## src/rtl/branch_ctrl_if.sv

```systemverilog
`default_nettype none
// ============================================================================
//  Module      : branch_ctrl_if
//  Description : Decoder/PC-side bundle for the branch controller. Carries
//                decoded branch ops, ALU flag writes, loop-counter loads and
//                the relative-branch request returned to the PC.
//  Revision    : 1.0 - initial release
// ============================================================================
interface branch_ctrl_if #(
  parameter int W  = 8,
  parameter int LW = 8
);
  // Decoder / test-bench side
  logic          Start;
  logic          Going;
  logic [2:0]    BrOp;
  logic [W-1:0]  Offset;
  logic          FlagWr;
  logic          ZeroIn;
  logic          NegIn;
  logic          CarryIn;
  logic          LoopLd;
  logic [LW-1:0] LoopVal;

  // Branch controller side
  logic          BranchRelEn;
  logic [W-1:0]  Target;
  logic          forward;
  logic          Done;
  logic [LW-1:0] LoopCnt;

  // Driver of ops and flags (decoder or test bench)
  modport master (
    output Start, Going, BrOp, Offset, FlagWr, ZeroIn, NegIn, CarryIn,
           LoopLd, LoopVal,
    input  BranchRelEn, Target, forward, Done, LoopCnt
  );

  // The branch controller itself
  modport slave (
    input  Start, Going, BrOp, Offset, FlagWr, ZeroIn, NegIn, CarryIn,
           LoopLd, LoopVal,
    output BranchRelEn, Target, forward, Done, LoopCnt
  );
endinterface
`default_nettype wire

```

## src/rtl/branch_ctrl.sv

```systemverilog
`default_nettype none
// ============================================================================
//  Module      : branch_ctrl
//  Description : Relative-branch request generator for the PC. Evaluates
//                decoded branch ops against registered ALU flags and a
//                hardware loop counter, converts the signed offset into a
//                magnitude/direction pair, and owns the sticky HALT/Done.
//  Revision    : 1.0 - initial release
// ============================================================================
module branch_ctrl #(
  parameter int W  = 8,
  parameter int LW = 8
) (
  input  logic          Clk,
  input  logic          Reset,
  branch_ctrl_if.slave  bus
);

  // Branch op encoding
  localparam logic [2:0] c_OP_NOP  = 3'b000;
  localparam logic [2:0] c_OP_BR   = 3'b001;
  localparam logic [2:0] c_OP_BZ   = 3'b010;
  localparam logic [2:0] c_OP_BNZ  = 3'b011;
  localparam logic [2:0] c_OP_BN   = 3'b100;
  localparam logic [2:0] c_OP_BC   = 3'b101;
  localparam logic [2:0] c_OP_DJNZ = 3'b110;
  localparam logic [2:0] c_OP_HALT = 3'b111;

  // Architectural state
  logic          r_zf;
  logic          r_nf;
  logic          r_cf;
  logic [LW-1:0] r_loop_cnt;
  logic          r_done;

  // Combinational helpers
  logic [W-1:0]  w_mag;
  logic          w_fwd;
  logic [LW-1:0] w_cnt_dec;
  logic          w_taken;
  logic          w_active;

  // State may only advance while the PC is ticking and the program is live
  assign w_active  = bus.Going & ~r_done;
  assign w_cnt_dec = r_loop_cnt - LW'(1);

  // Signed offset to magnitude/direction; -2^(W-1) maps to 2^(W-1) unsigned
  always_comb begin
    w_fwd = ~bus.Offset[W-1];
    w_mag = bus.Offset;
    if (bus.Offset[W-1]) begin
      w_mag = -bus.Offset;
    end
  end

  // Taken decision uses only pre-edge flags and counter, so a same-cycle
  // FlagWr or LoopLd never influences the branch it accompanies
  always_comb begin
    w_taken = 1'b0;
    case (bus.BrOp)
      c_OP_NOP:  w_taken = 1'b0;
      c_OP_BR:   w_taken = 1'b1;
      c_OP_BZ:   w_taken = r_zf;
      c_OP_BNZ:  w_taken = ~r_zf;
      c_OP_BN:   w_taken = r_nf;
      c_OP_BC:   w_taken = r_cf;
      c_OP_DJNZ: w_taken = (w_cnt_dec != '0);
      c_OP_HALT: w_taken = 1'b1;
      default:   w_taken = 1'b0;
    endcase
  end

  // Branch request to the PC; halted or halting programs branch to self
  always_comb begin
    bus.BranchRelEn = 1'b0;
    bus.Target      = '0;
    bus.forward     = 1'b1;
    if (r_done) begin
      bus.BranchRelEn = 1'b1;
    end else if (!bus.Going) begin
      bus.BranchRelEn = 1'b0;
    end else if (bus.BrOp == c_OP_HALT) begin
      bus.BranchRelEn = 1'b1;
    end else begin
      bus.BranchRelEn = w_taken;
      bus.Target      = w_mag;
      bus.forward     = w_fwd;
    end
  end

  assign bus.Done    = r_done;
  assign bus.LoopCnt = r_loop_cnt;

  // ALU flag register: captured only on an explicit write while live
  always_ff @(posedge Clk) begin
    if (Reset) begin
      r_zf <= 1'b0;
      r_nf <= 1'b0;
      r_cf <= 1'b0;
    end else if (w_active && bus.FlagWr) begin
      r_zf <= bus.ZeroIn;
      r_nf <= bus.NegIn;
      r_cf <= bus.CarryIn;
    end
  end

  // Hardware loop counter: a load beats the DJNZ decrement
  always_ff @(posedge Clk) begin
    if (Reset) begin
      r_loop_cnt <= '0;
    end else if (w_active) begin
      if (bus.LoopLd) begin
        r_loop_cnt <= bus.LoopVal;
      end else if (bus.BrOp == c_OP_DJNZ) begin
        r_loop_cnt <= w_cnt_dec;
      end
    end
  end

  // Sticky Done: set by HALT, cleared by Reset or a Start request
  always_ff @(posedge Clk) begin
    if (Reset || bus.Start) begin
      r_done <= 1'b0;
    end else if (w_active && (bus.BrOp == c_OP_HALT)) begin
      r_done <= 1'b1;
    end
  end

endmodule
`default_nettype wire
```

## src/flat_wrapper.sv

```systemverilog
// flat-port wrapper written by rule: the top's interface ports become plain ports
module branch_ctrl_flat 
#(
  parameter int W  = 8,
  parameter int LW = 8
)
  (Clk, Reset, bus_Start, bus_Going, bus_BrOp, bus_Offset, bus_FlagWr, bus_ZeroIn, bus_NegIn, bus_CarryIn, bus_LoopLd, bus_LoopVal, bus_BranchRelEn, bus_Target, bus_forward, bus_Done, bus_LoopCnt);
  branch_ctrl_if #(.W(W), .LW(LW)) bus_i ();
  input  logic Clk;
  input  logic Reset;
  input wire logic [$bits(bus_i.Start)-1:0] bus_Start;
  input wire logic [$bits(bus_i.Going)-1:0] bus_Going;
  input wire logic [$bits(bus_i.BrOp)-1:0] bus_BrOp;
  input wire logic [$bits(bus_i.Offset)-1:0] bus_Offset;
  input wire logic [$bits(bus_i.FlagWr)-1:0] bus_FlagWr;
  input wire logic [$bits(bus_i.ZeroIn)-1:0] bus_ZeroIn;
  input wire logic [$bits(bus_i.NegIn)-1:0] bus_NegIn;
  input wire logic [$bits(bus_i.CarryIn)-1:0] bus_CarryIn;
  input wire logic [$bits(bus_i.LoopLd)-1:0] bus_LoopLd;
  input wire logic [$bits(bus_i.LoopVal)-1:0] bus_LoopVal;
  output wire logic [$bits(bus_i.BranchRelEn)-1:0] bus_BranchRelEn;
  output wire logic [$bits(bus_i.Target)-1:0] bus_Target;
  output wire logic [$bits(bus_i.forward)-1:0] bus_forward;
  output wire logic [$bits(bus_i.Done)-1:0] bus_Done;
  output wire logic [$bits(bus_i.LoopCnt)-1:0] bus_LoopCnt;
  assign bus_i.Start = bus_Start;
  assign bus_i.Going = bus_Going;
  assign bus_i.BrOp = bus_BrOp;
  assign bus_i.Offset = bus_Offset;
  assign bus_i.FlagWr = bus_FlagWr;
  assign bus_i.ZeroIn = bus_ZeroIn;
  assign bus_i.NegIn = bus_NegIn;
  assign bus_i.CarryIn = bus_CarryIn;
  assign bus_i.LoopLd = bus_LoopLd;
  assign bus_i.LoopVal = bus_LoopVal;
  assign bus_BranchRelEn = bus_i.BranchRelEn;
  assign bus_Target = bus_i.Target;
  assign bus_forward = bus_i.forward;
  assign bus_Done = bus_i.Done;
  assign bus_LoopCnt = bus_i.LoopCnt;
  branch_ctrl #(.W(W), .LW(LW)) u_core (.Clk(Clk), .Reset(Reset), .bus(bus_i));
endmodule
```

## config.mk

```make
export PLATFORM = sky130hd
export DESIGN_NAME = branch_ctrl_flat
export DESIGN_NICKNAME = d
export VERILOG_FILES = /design/src/rtl/branch_ctrl_if.sv /design/src/rtl/branch_ctrl.sv /design/src/flat_wrapper.sv
export SDC_FILE = /design/constraint.sdc
export NUM_CORES = 1
export LEC_CHECK = 0
export CAP_MARGIN = 20
export CORE_ASPECT_RATIO = 0.6
export CORE_UTILIZATION = 44
export CTS_CLUSTER_DIAMETER = 30
export DETAILED_ROUTE_END_ITERATION = 10
export HOLD_SLACK_MARGIN = 0.02
export PLACE_DENSITY = 0.85
export SLEW_MARGIN = 5
export SYNTH_ARGS = -nofsm -noshare
export SYNTH_HDL_FRONTEND = slang
export SYNTH_SLANG_ARGS = --single-unit
```

## constraint.sdc

```tcl
create_clock -name Clk -period 4.2 [get_ports Clk]
set_input_delay 1.05 -clock Clk [delete_from_list [all_inputs] [get_ports Clk]]
set_output_delay 1.05 -clock Clk [all_outputs]
set_load 0.01 [all_outputs]
```

==> out/qor.yml, run 1 <==
status: "complete, no violations"
leakagePower_nw: 0.577
period_minus_slack_ps: 4020
nets: 220
synth-seq-cells: 12
yosysTopAreaCellShare_pct: 23.8
rsz0062_at_grt: "no"
yosysSeqAreaShare_pct: 23.8
crit_path_start_kind: "input port"
synth_mux_area_share_pct: 3.97
cp_slowest_cell: "clkdlybuf4s50_1"
netlist_area_um2: 1010
ir_worst_vdd_mv: 0.222
clk_path_buf_depth: 2
yosys_warnings: 0
fp.dieH_um: 39.1
grt_pass1_vias: 984
worstPathCellList: "clkdlybuf4s50_1, and3b_1, nand2_1, a41oi_1, or4_1, clkdlybuf4s50_1"
cts_num_sinks: 12
cts_tree: "built"
root_buffer: "clkbuf_8"
grt_pass1_wl_um: 4620
path_common_cell: "clkdlybuf4s50_1"
clock_skew_ps: 1.29
clkSlewWorstSetupHoldPaths_ps: 50
hold_start: "u_core.r_nf"
synth_area_leaders: "dfxtp_1 24%, nand2_1 7.1%, a21oi_1 6.0%"
synth-simple-area-share_pct: 31.0
wl_per_cell_um: 14.1
required_ps: 3150
io_pins: 47
wirelength_um: 3060
cts_buffers: 3
ctsResizeCount: 0
crit_arrival_ps: 2970
finalSetupTns_ps: 0
hold_viol_final: 0
grt_antenna_before_repair: 0
htree_levels: 1
viasPerCell: 5.63
synth_adder_area_share_pct: 3.72
fmax_mhz: 249
crit_type: "input port to output pin"
grt_overflow: 0
place_congestion: 0.864
cpPeakStageDelay_ps: 580
maxSlewViolCount: 0
crit_start: "bus_BrOp[0]"
grt_max_degree: 22
syn_inst: 145
rows: 13
synth-compound-area-share_pct: 27.8
setup_violations: 0
powerDensity_nw_per_um2: 253
synth_nets: 176
hold_buffers: 0
grtUsageTotal_pct: 25.2
area_growth_pct: 51.1
fp.dieW_um: 63.8
synth_top_family_by_area: "simple AND/OR/NAND/NOR gates"
yosysTopAreaCell: "dfxtp_1"
fin_util_pct: 70.4
first_pass_iters: 4
clock_latency_ps: 240
final_layout_size_suffix_gt1_share_pct: 4.28
worstReg2RegStart: "u_core.bus.Done"
drc: 0
dp_slack_ps: 191
crit_path_end_kind: "output pin"
hp-class: "flip-flop to flip-flop"
hpwl_um: 2400
via_count: 1221
period_share_pct: 95.6
setup_slack_ps: 185
io_buffers: 46
drv_cap: 0
cp_max_fo: 7
ys_types: 38
start_util_pct: 46.6
relSlewSlack_pct: 43.0
avgSynthCellArea_um2: 6.95
detail_route.iter0.violations: 103
coreArea_um2: 2160
synth_xor_area_share_pct: 4.34
postCtsSetupBuffers: 0
antenna_left: 0
die-area_um2: 2490
antenna_cells: 0
tightest_slew_ps: 846
==> synth_stat cells, drive strengths merged <==
| master | count |
|---|---|
| nand2 | 19 |
| nor2 | 15 |
| a21oi | 12 |
| dfxtp | 12 |
| o21ai | 12 |
| clkbuf | 7 |
| nand3 | 7 |
| inv | 6 |
| nor2b | 5 |
| mux2i | 4 |
| nor3 | 4 |
| or3 | 4 |
| a211oi | 3 |
| ha | 3 |
| xnor2 | 3 |
| a21boi | 2 |
| a22o | 2 |
| a31oi | 2 |
| a41oi | 2 |
| and3b | 2 |
| nor4 | 2 |
| o41ai | 2 |
| or4 | 2 |
| xor2 | 2 |
| a21o | 1 |
| a221oi | 1 |
| a31o | 1 |
| a32o | 1 |
| buf | 1 |
| nand3b | 1 |
| o21a | 1 |
| o21bai | 1 |
| o31ai | 1 |
| or2 | 1 |
| or4b | 1 |
==> logic make-up (layout without fill, tap and decap cells) <==
group                      Yosys count  after routing
xor gates and xnor gates             5              5
and+or+nand+nor                     63             63
DFF                                 12             12
buffers and inverters               14             56
adders and majority gates            3              3
AOI/OAI and AO/OA                   44             44
muxes                                4              4
==> metrics by stage <==
step	power (W)	hold slack, ps	instance area (um2)	instances
finish	0.000385	464	1520	217
global route	0.000407	484	1520	217
CTS	0.000384	463	1520	217
detailed placement	0.000281	456	1480	214
global placement	0.000277	446	1480	214
floorplan	0.000210	432	1010	145
==> final cells by class <==
class	count	area [um2]
Fill cell	170	639
Inverter	6	22.5
Multi-Input combinational cell	119	714
Timing Repair Buffer	47	468
Tap cell	30	37.5
Sequential cell	12	240
Clock buffer	3	41.3
==> sequential cells by signal, indices dropped and copies added (netlist names) <==
name,cells
u_core.bus.LoopCnt,8
u_core.bus.Done,1
u_core.r_cf,1
u_core.r_nf,1
u_core.r_zf,1
==> path summary, 6_finish.rpt <==
kind	to	cells past startpoint	slack (ps)
max	bus_BranchRelEn	6	180
min	u_core.r_nf	2	460
max reg2reg	u_core.bus.LoopCnt[0]	5	2440
min reg2reg	u_core.r_nf	2	460
==> per-layer routing <==
metal / wire length (um) / vias up / global-route usage (%)
li1: - / 611 / -
met1: 1480 / 552 / 36.0
met2: 1300 / 56 / 38.6
met3: 262 / 2 / 6.18
met4: 13 / 0 / 3.41
met5: 0 / - / 0
==> worst max-delay path: cells and delay by family <==
family	cells	cell delay [ps]
buffers and inverters	2	1070
AND/OR/NAND/NOR	3	790
AO/OA/AOI/OAI	1	50
==> cells in the final DEF, fill, tap and decap left out, drive strengths merged, types with 2 or more instances in the layout <==
master / instances
a22o: 2
nor2: 15
nand2: 19
xnor2: 3
nor4: 2
nand3: 7
a31oi: 2
nor2b: 5
o21ai: 12
mux2i: 4
a21boi: 2
a211oi: 3
or4: 2
inv: 6
clkbuf: 3
a41oi: 2
and3b: 2
dfxtp: 12
xor2: 2
o41ai: 2
clkdlybuf4s50: 46
a21oi: 12
or3: 4
ha: 3
nor3: 4
==> where the power goes <==
part,switching (W),internal [W]
clock,0.0000409,0.0000631
sequential,0.0000132,0.000121
combinational,0.0000665,0.0000803
total,0.000121,0.000265
Power figures use the tool's default switching activity.
==> run 2: changes to the inputs <==
Settings changed: GPL_ROUTABILITY_DRIVEN set to 0.
==> results of run 2 <==
Same layout as run 1: the final DEF is identical, and so are final timing and power.
==> run 3: changes to the inputs <==
Settings changed: CORE_UTILIZATION 44 to 46, CTS_BUF_LIST set to sky130_fd_sc_hd__clkbuf_8, PLACE_DENSITY 0.85 to 0.88.
==> out/qor.yml, run 3 (synthesis results as in run 1) <==
clkSlewWorstSetupHoldPaths_ps: 50
fp.dieH_um: 38.3
fp.dieW_um: 62.4
design_area_um2: 1520
clock_latency_ps: 250
crit_path_end_kind: "output pin"
htree_levels: 1
crit_type: "input port to output pin"
worstPathCellList: "clkdlybuf4s50_1, nand2_1, mux2i_1, a21oi_1, or4_1, clkdlybuf4s50_1"
via_count: 1263
layout_common_cells: "46 x clkdlybuf4s50_1, 19 x nand2_1, 15 x nor2_1"
postCtsSetupBuffers: 0
rows: 12
cts_buffers: 3
drc: 0
leakagePower_nw: 0.577
antenna_left: 0
status: "complete, no violations"
fmax_mhz: 244
finalSetupTns_ps: 0
clock_skew_ps: 1.85
hp-class: "flip-flop to flip-flop"
nets: 220
largest_reg_flops: 8
grt_antenna_before_repair: 0
mostFrequentLayoutCell: "clkdlybuf4s50_1"
start_util_pct: 51.7
fillCellCount: 143
antenna_cells: 0
crit_arrival_ps: 3050
grt_pass1_wl_um: 5530
cpPeakStageDelay_ps: 570
area_growth_pct: 50.9
grt_overflow: 0
setup_violations: 0
drv_cap: 0
die-area_um2: 2390
viasPerCell: 5.87
final_layout_size_suffix_gt1_share_pct: 4.28
grt_max_degree: 22
hold_buffers: 0
cp_max_fo: 6
ctsResizeCount: 0
maxSlewViolCount: 0
period_share_pct: 97.7
grtUsageTotal_pct: 31.3
grt_pass1_vias: 1118
coreArea_um2: 1950
cp_slowest_cell: "clkdlybuf4s50_1"
first_pass_iters: 5
path_common_cell: "clkdlybuf4s50_1"
root_buffer: "clkbuf_8"
relSlewSlack_pct: 44.7
wirelength_um: 3480
cts_num_sinks: 12
powerDensity_nw_per_um2: 259
detail_route.iter0.violations: 147
crit_path_start_kind: "input port"
placed_area_um2: 1480
hpwl_um: 2570
hold_viol_final: 0
ir_worst_vdd_mv: 0.180
clk_path_buf_depth: 2
required_ps: 3150
io_buffers: 46
rsz0062_at_grt: "no"
tightest_slew_ps: 821
crit_buf_inv: 2
wl_per_cell_um: 16.2
critPathTopFamily: "buffers and inverters"
p_total_w: 0.000394
period_minus_slack_ps: 4100
cts_tree: "built"
io_pins: 47
[run 3: tightest hold or removal path, cell delays in order (launching register included)]
cell	delay, ps
dfxtp_1	300
nand2_1	60
a21oi_1	60
[run 3: per-stage QoR]
step / util, % / setup WS (ps) / instances / hold slack, ps
2_1_floorplan: - / 1170 / 145 / 432
3_3_place_gp: 75.8 / 231 / 212 / 449
3_5_place_dp: 75.8 / 187 / 212 / 467
4_1_cts: 77.9 / 122 / 215 / 474
5_1_grt: 77.9 / 62.4 / 215 / 486
6_report: 77.9 / 98.5 / 215 / 476
[run 3: path summary, 6_finish.rpt]
path | startpoint | end | slack (ps) | cells past startpoint
hold reg to reg | u_core.r_nf | u_core.r_nf | 480 | 2
hold / removal | u_core.r_nf | u_core.r_nf | 480 | 2
setup reg to reg | u_core.bus.Done | u_core.bus.LoopCnt[0] | 2440 | 5
setup / recovery | bus_BrOp[1] | bus_BranchRelEn | 100 | 6
[run 3: report_power, final]
part           switching [W]  internal [W]  total, W  leakage [nW]
Sequential         0.0000147      0.000121  0.000136        0.0983
Clock              0.0000446     0.0000634  0.000108        0.0216
Combinational      0.0000689     0.0000807  0.000150         0.457
Total               0.000128      0.000265  0.000394         0.577
[run 3: layout make-up]
class | count | area, um2 | share of cell area, %
tap | 28 | 35.0 | 2.30
multi-input combinational | 119 | 714 | 47.0
sequential | 12 | 240 | 15.8
timing repair buffer | 47 | 468 | 30.8
clock buffer | 3 | 41.3 | 2.71
inverter | 6 | 22.5 | 1.48
[run 3: routing by layer]
| layer | track usage [%] | share of wire [%] | up-vias |
|---|---|---|---|
| met5 | 0 | 0 | - |
| met4 | 11.6 | 2.2 | 0 |
| met3 | 5.36 | 8.7 | 12 |
| met2 | 49.5 | 44 | 75 |
| met1 | 43.0 | 45 | 563 |
| li1 | - | - | 613 |
